==> src/rtl/mem_arbiter.sv <==
// Two-port arbiter sharing one line-wide data memory between the instruction side (port 0)
// and the data cache (port 1). Optional macro ARB_ROUND_ROBIN_EN selects round-robin ties.
module mem_arbiter #(
    parameter int unsigned DATA_W = 256,
    parameter int unsigned ADDR_W = 32
) (
    input  logic              clk_i,
    input  logic              rst_i,
    input  logic              m0_enable_i,
    input  logic              m0_write_i,
    input  logic [ADDR_W-1:0] m0_addr_i,
    input  logic [DATA_W-1:0] m0_data_i,
    output logic [DATA_W-1:0] m0_data_o,
    output logic              m0_ack_o,
    input  logic              m1_enable_i,
    input  logic              m1_write_i,
    input  logic [ADDR_W-1:0] m1_addr_i,
    input  logic [DATA_W-1:0] m1_data_i,
    output logic [DATA_W-1:0] m1_data_o,
    output logic              m1_ack_o,
    output logic              mem_enable_o,
    output logic              mem_write_o,
    output logic [ADDR_W-1:0] mem_addr_o,
    output logic [DATA_W-1:0] mem_data_o,
    input  logic [DATA_W-1:0] mem_data_i,
    input  logic              mem_ack_i
);

    typedef enum logic [1:0] {StIdle, StGrant0, StGrant1} state_e;

    state_e              state_q, state_d;
    logic                write_q;
    logic [ADDR_W-1:0]   addr_q;
    logic [DATA_W-1:0]   data_q;
    logic [DATA_W-1:0]   rdata0_q, rdata1_q;
    logic                any_req;
    logic                winner;  // 1 selects port 1
    logic                issue;

    assign any_req = m0_enable_i | m1_enable_i;
    assign issue   = (state_q == StIdle) && any_req;

`ifdef ARB_ROUND_ROBIN_EN
    logic prio_q;  // port that wins the next tie

    always_comb begin
        winner = m1_enable_i;
        if (m0_enable_i && m1_enable_i) begin
            winner = prio_q;
        end
    end

    always_ff @(posedge clk_i) begin
        if (rst_i) begin
            prio_q <= 1'b1;
        end else if (issue) begin
            prio_q <= ~winner;
        end
    end
`else
    always_comb begin
        winner = m1_enable_i;
    end
`endif

    // State register
    always_ff @(posedge clk_i) begin
        if (rst_i) begin
            state_q <= StIdle;
        end else begin
            state_q <= state_d;
        end
    end

    // Next-state logic; a grant always runs until the memory acks
    always_comb begin
        state_d = state_q;
        unique case (state_q)
            StIdle: begin
                if (any_req) begin
                    state_d = winner ? StGrant1 : StGrant0;
                end
            end
            StGrant0, StGrant1: begin
                if (mem_ack_i) begin
                    state_d = StIdle;
                end
            end
            default: state_d = StIdle;
        endcase
    end

    always_ff @(posedge clk_i) begin
        if (rst_i) begin
            write_q <= 1'b0;
            addr_q  <= '0;
            data_q  <= '0;
        end else if (issue) begin
            write_q <= winner ? m1_write_i : m0_write_i;
            addr_q  <= winner ? m1_addr_i : m0_addr_i;
            data_q  <= winner ? m1_data_i : m0_data_i;
        end
    end

    // Read data is held until the owner's next ack; the data cache consumes it a cycle late
    always_ff @(posedge clk_i) begin
        if (rst_i) begin
            rdata0_q <= '0;
            rdata1_q <= '0;
        end else begin
            if (state_q == StGrant0 && mem_ack_i) begin
                rdata0_q <= mem_data_i;
            end
            if (state_q == StGrant1 && mem_ack_i) begin
                rdata1_q <= mem_data_i;
            end
        end
    end

    // Outputs
    always_comb begin
        mem_enable_o = (state_q != StIdle);
        mem_write_o  = write_q;
        mem_addr_o   = addr_q;
        mem_data_o   = data_q;
        m0_ack_o     = (state_q == StGrant0) && mem_ack_i;
        m1_ack_o     = (state_q == StGrant1) && mem_ack_i;
        m0_data_o    = m0_ack_o ? mem_data_i : rdata0_q;
        m1_data_o    = m1_ack_o ? mem_data_i : rdata1_q;
    end

endmodule

==> config.mk <==
export PLATFORM = sky130hd
export DESIGN_NAME = mem_arbiter
export DESIGN_NICKNAME = d
export VERILOG_FILES = /design/src/rtl/mem_arbiter.sv
export SDC_FILE = /design/constraint.sdc
export NUM_CORES = 1
export LEC_CHECK = 0
export CAP_MARGIN = 20
export CORE_AREA = 2 2 644 646
export CTS_CLUSTER_SIZE = 14
export DETAILED_ROUTE_END_ITERATION = 10
export DIE_AREA = 0 0 646 648
export GPL_ROUTABILITY_DRIVEN = 0
export SETUP_SLACK_MARGIN = 0.02
export SLEW_MARGIN = 20
export SYNTH_ARGS = -nofsm -noshare
export SYNTH_HDL_FRONTEND = slang
export SYNTH_SLANG_ARGS = --single-unit
export TNS_END_PERCENT = 1
==> constraint.sdc <==
create_clock -name clk_i -period 2.1 [get_ports clk_i]
set_input_delay 0.42 -clock clk_i [delete_from_list [all_inputs] [get_ports clk_i]]
set_output_delay 0.42 -clock clk_i [all_outputs]
set_load 0.02 [all_outputs]
Yosys cells after proc, flatten, opt, wreduce, memory -nomap -nowiden:

Index checks and enable logic that the tools add are counted.

* equal/unequal tests: 4
* multiplexer cells: 9
* bitwise gates (word level): 1
* reductions and logical operators: 7

Operator list (number)
* 256-bit two-way mux: 3
* 32-bit two-way mux: 1
* 2-bit two-way mux: 3
* 2-bit != test (second input constant): 2
* 2-bit case mux with 2 select lines: 1
* 1-bit logical AND: 3
* 2-bit by 1-bit equality test with 1-bit output (second input constant): 1
* 2-bit equality test (second input constant): 1
* 2-bit zero test: 1
* 2-bit AND reduction: 1
* 2-bit nonzero test: 1
* 2-bit OR reduction: 1
* 1-bit two-way mux: 1
* 1-bit OR: 1

* register bits after elaboration: 803
* bits of input ports: 839
* word-level logic and storage cells: 27

Depth between registers and ports, before layout:

* depth after elaboration: 4
* mapped depth: 8

Least setup slack after synthesis:

OpenSTA, ideal clock, no wires.

* path kind: register to output
* from: register state_q[0]
* to: output m1_data_o[226]
* data arrival time: 1.506 ns
* required time: 1.680 ns
* setup slack: 0.174 ns
* stages on the path, launching flop included: 7
* buffers on the path: 2
* path through: dfxtp_1 -> inv_1 -> ha_1 -> nand2_1 -> buf_2 -> buf_2 -> mux2_2

* longest elaborated chain between the ends: 3

Ends and longest elaborated chain
* start, declared: line 31 `state_e state_q, state_d;`
* start signal, assigned: line 69 `state_q <= StIdle;`
* start signal, assigned: line 71 `state_q <= state_d;`
* 2-bit equality test: line 127 `m1_ack_o = (state_q == StGrant1) && mem_ack_i;`
* 1-bit logical AND: line 127
* 256-bit two-way mux: line 129 `m1_data_o = m1_ack_o ? mem_data_i : rdata1_q;`
* end, declared: line 19 `output logic [DATA_W-1:0] m1_data_o,`

Every way passes these cells.

Worst setup path after layout:

* from: register state_q[1]
* to: output m0_data_o[240]

* longest elaborated chain between the ends: 3

Ends and longest elaborated chain
* 2-bit by 1-bit equality test with 1-bit output: line 126 `m0_ack_o = (state_q == StGrant0) && mem_ack_i;`
* 1-bit logical AND: line 126
* 256-bit two-way mux: line 128 `m0_data_o = m0_ack_o ? mem_data_i : rdata0_q;`
* end, declared: line 13 `output logic [DATA_W-1:0] m0_data_o,`

Every way passes these cells.

==> summary.md <==
• 0 — ANT nets after route
• 0% — async set-or-reset flop fraction in the synthesized netlist
• 648 ps — slew at the pin closest to its max-slew limit
• 7.67% — initial cell density of the core
• state_q[1]$_SDFFE_PP0P_ — worst hold endpoint
• 0.0481 W — post-route total power
• 12.0 um^2 — mean area per synthesized cell
• -999 ps — post-route setup slack
• 148% — final worst-path cycle share
• sky130_fd_sc_hd__clkbuf_16 — Root Buffer Master
• 870 ps — clock latency reported for the late side of the worst-skew pair
• 323 MHz — top achievable clock speed
• 1680 ps — CP required
• 0.0606 mm^2 — finished layout cell area
• 1914 — drt first-iter violations
• 104 — clock buffer count from CTS
• 60 ps — clock slew at reported path FFs
• 1643 — count of pins on the block boundary
• 275000 um — HPWL after DPL
• 29.0k — total via count in the routed design
• 8 — maximum fanout along the worst path
• met5 — max layer used
• 20 ps — worst reg2reg setup slack
• state_q[0]$_SDFFE_PP0P_ — startpoint of the worst register-to-register path
• mem_data_o[84]$_SDFFE_PP0P_ — worst reg2reg endpoint
• 3477 — Synth Net Count
• 0 — number of warnings printed during yosys synthesis
• 0.0564 mm^2 — Post-DP Area
• flip-flop — crit start category
• 803 — post-synthesis register bit count
• 28.0k — vias in the first global route
• 19 — post-synth cell types
• 2680 ps — worst path arrival time
• 368000 um — wire length of the first global-routing pass
• sky130_fd_sc_hd__dfxtp_1 — ys flop type
• sky130_fd_sc_hd__clkdlybuf4s50_1 — most common cell after layout, fill and taps aside
• 2.89 — drt via density
• 794 mW/mm^2 — Cell Pwr Density
• 160 ps — Hold WS
• 648 um — height of the chip
• 1642 — buffers added on ports
• 0 — residual DRC count
• 3100 ps — clock period minus worst slack
• 150000 um — met2 wirelength from detailed routing
• 0 — count of final max-slew check failures
• 0 — max-cap check violation count
• 60.2 ps — Worst Skew
• primary input to flip-flop — type of the worst min-delay path
• 5269 — Net count, final
• built — TritonCTS clock tree
• flip-flop to primary output — type of the setup path with the least slack
• 0.412 mm^2 — Core ar.
• 50.9% — proportion of synthesized chip area in sequential cells
• 24.8 nW — Leak
• 236 — Row Count
• 0.419 mm^2 — overall die area
• 646 um — floorplan die width
• 107000 um — met1 wire length
• yes — RSZ-0062 raised after global routing
• 0.0316 mm^2 — Syn Std Cell Area
• primary output — crit end category
• 0 — residual overflow from global routing
• 601 — final setup fails
• 91.8% — Synth-to-Final Area Change
• sky130_fd_sc_hd__clkdlybuf4s50_1 (923), sky130_fd_sc_hd__dfxtp_1 (801), sky130_fd_sc_hd__nor2b_1 (512) — commonest cells after routing, fill and taps aside
• m1_enable_i — start point of the worst min-delay path
• complete, but fails checks — run status
• 56.7% — worst max-slew margin expressed relative to the limit
• 9761 — # placed instances
• 31.1 um — routed length per placed instance
• negative setup slack — violated checks
• 4 — worst hold path cell count
• 9 — Worst Reg2Reg Path Length in Cells
• 312000 um — final wirelength
• 2635 — gate count of the mapped netlist
• 34.8% — share of cells above drive strength 1
• 45200 um — Detail Route met3 WL
• 184 — antenna violations before repair
• 0 — number of synthesized flops with an enable pin
• 5 — first-pass iteration count of the detailed router
• 3 — maximum level of the CTS H-tree
• 0 — Final Hold Fails
• 0.000542 V — Max VDD drop
• 65 — pin count of the biggest net entering global routing
• 4 — maximum root-to-sink buffer count
• 10.0k — Post-Layout Cell Count
• 14.1% — All-Layer GR Usage
• 803 — clock sink total
## worst max path at each step
stage	from	slack [ps]	to	depth (start not counted)
after CTS	state_q[0]$_SDFFE_PP0P_	-1150	m1_data_o[50]	8
final	state_q[1]$_SDFFE_PP0P_	-1000	m0_data_o[240]	10
after global placement	mem_ack_i	-1010	m0_data_o[98]	6
after global routing	state_q[1]$_SDFFE_PP0P_	-1110	m0_data_o[240]	10
after floorplan	state_q[0]$_SDFFE_PP0P_	170	m1_data_o[226]	6
after detailed placement	mem_ack_i	-1000	m0_data_o[189]	6
## final cells by class
cell class              instances  area, um^2
repair buffers               1895       19000
clock inverters                36         398
fillers                     46300      351000
multi-input cells            1618       15100
well taps                    5474        6850
diodes                         53         133
flip-flops and latches        803       16100
inverters                       5        18.8
clock buffers                 151        3100
## cells by family after synthesis
| logic type | Yosys count | synth area share, % |
|---|---|---|
| compound gates | 294 | 8.11 |
| buf+inv | 214 | 3.21 |
| simple gates | 520 | 10.3 |
| fa+ha+maj | 3 | 0.119 |
| mux | 801 | 27.4 |
| flops | 803 | 50.9 |
## report_power, final
group	total (W)	internal (W)	switching, W	leakage (nW)
combinational	0.0128	0.00540	0.00741	16.5
sequential	0.0167	0.0162	0.000503	6.55
clock	0.0186	0.0109	0.00770	1.72
## what timing repair did
action,CTS,global route
setup endpoints to repair,726,829
buffers inserted,9,12
gates cloned,4,9
endpoints found under the hold margin,1,0
hold buffers,1,0
resized for setup,834,799
## through the flow
stage          setup slack [ps]  utilization, %  setup TNS (ps)
2_1_floorplan               174               -               0
5_1_grt                   -1110            14.7         -527360
4_1_cts                   -1150            14.6         -555990
3_3_place_gp              -1010            13.7         -583920
6_report                   -999            14.7         -439610
3_5_place_dp              -1000            13.7         -584860
## Yosys cell counts (all sizes together), types with 2 or more instances
master / n / area share [%]
nand2: 2 / 0.024
clkbuf: 59 / 0.70
a21oi: 2 / 0.032
buf: 150 / 2.5
mux2i: 289 / 9.2
nor2b: 512 / 10
dfxtp: 803 / 51
ha: 3 / 0.12
mux2: 512 / 18
o2bb2ai: 289 / 8.0
nand2b: 4 / 0.079
inv: 5 / 0.059
## worst max-delay path, cell delays in order, from the launching register on
cell and delay [ps]:
sky130_fd_sc_hd__dfxtp_2 330, sky130_fd_sc_hd__inv_2 50, sky130_fd_sc_hd__ha_4 170, sky130_fd_sc_hd__nand2_8 80, sky130_fd_sc_hd__buf_12 120, sky130_fd_sc_hd__clkbuf_16 160
sky130_fd_sc_hd__buf_16 160, sky130_fd_sc_hd__buf_12 140, sky130_fd_sc_hd__buf_6 120, sky130_fd_sc_hd__mux2_2 350, sky130_fd_sc_hd__buf_6 140
## state kept, by name, indices dropped and copies added, names as in the netlist
signal       cells
state_q          2
mem_data_o     256
rdata1_q       256
mem_write_o      1
mem_addr_o      32
rdata0_q       256
## layer usage
metal  vias to the layer above  GRT usage (%)
met5                         -              0
met4                        56           3.64
met2                      1559           24.3
li1                      13000              -
met3                       450           8.76
met1                     14000           14.1
Power figures use the tool's default switching activity.
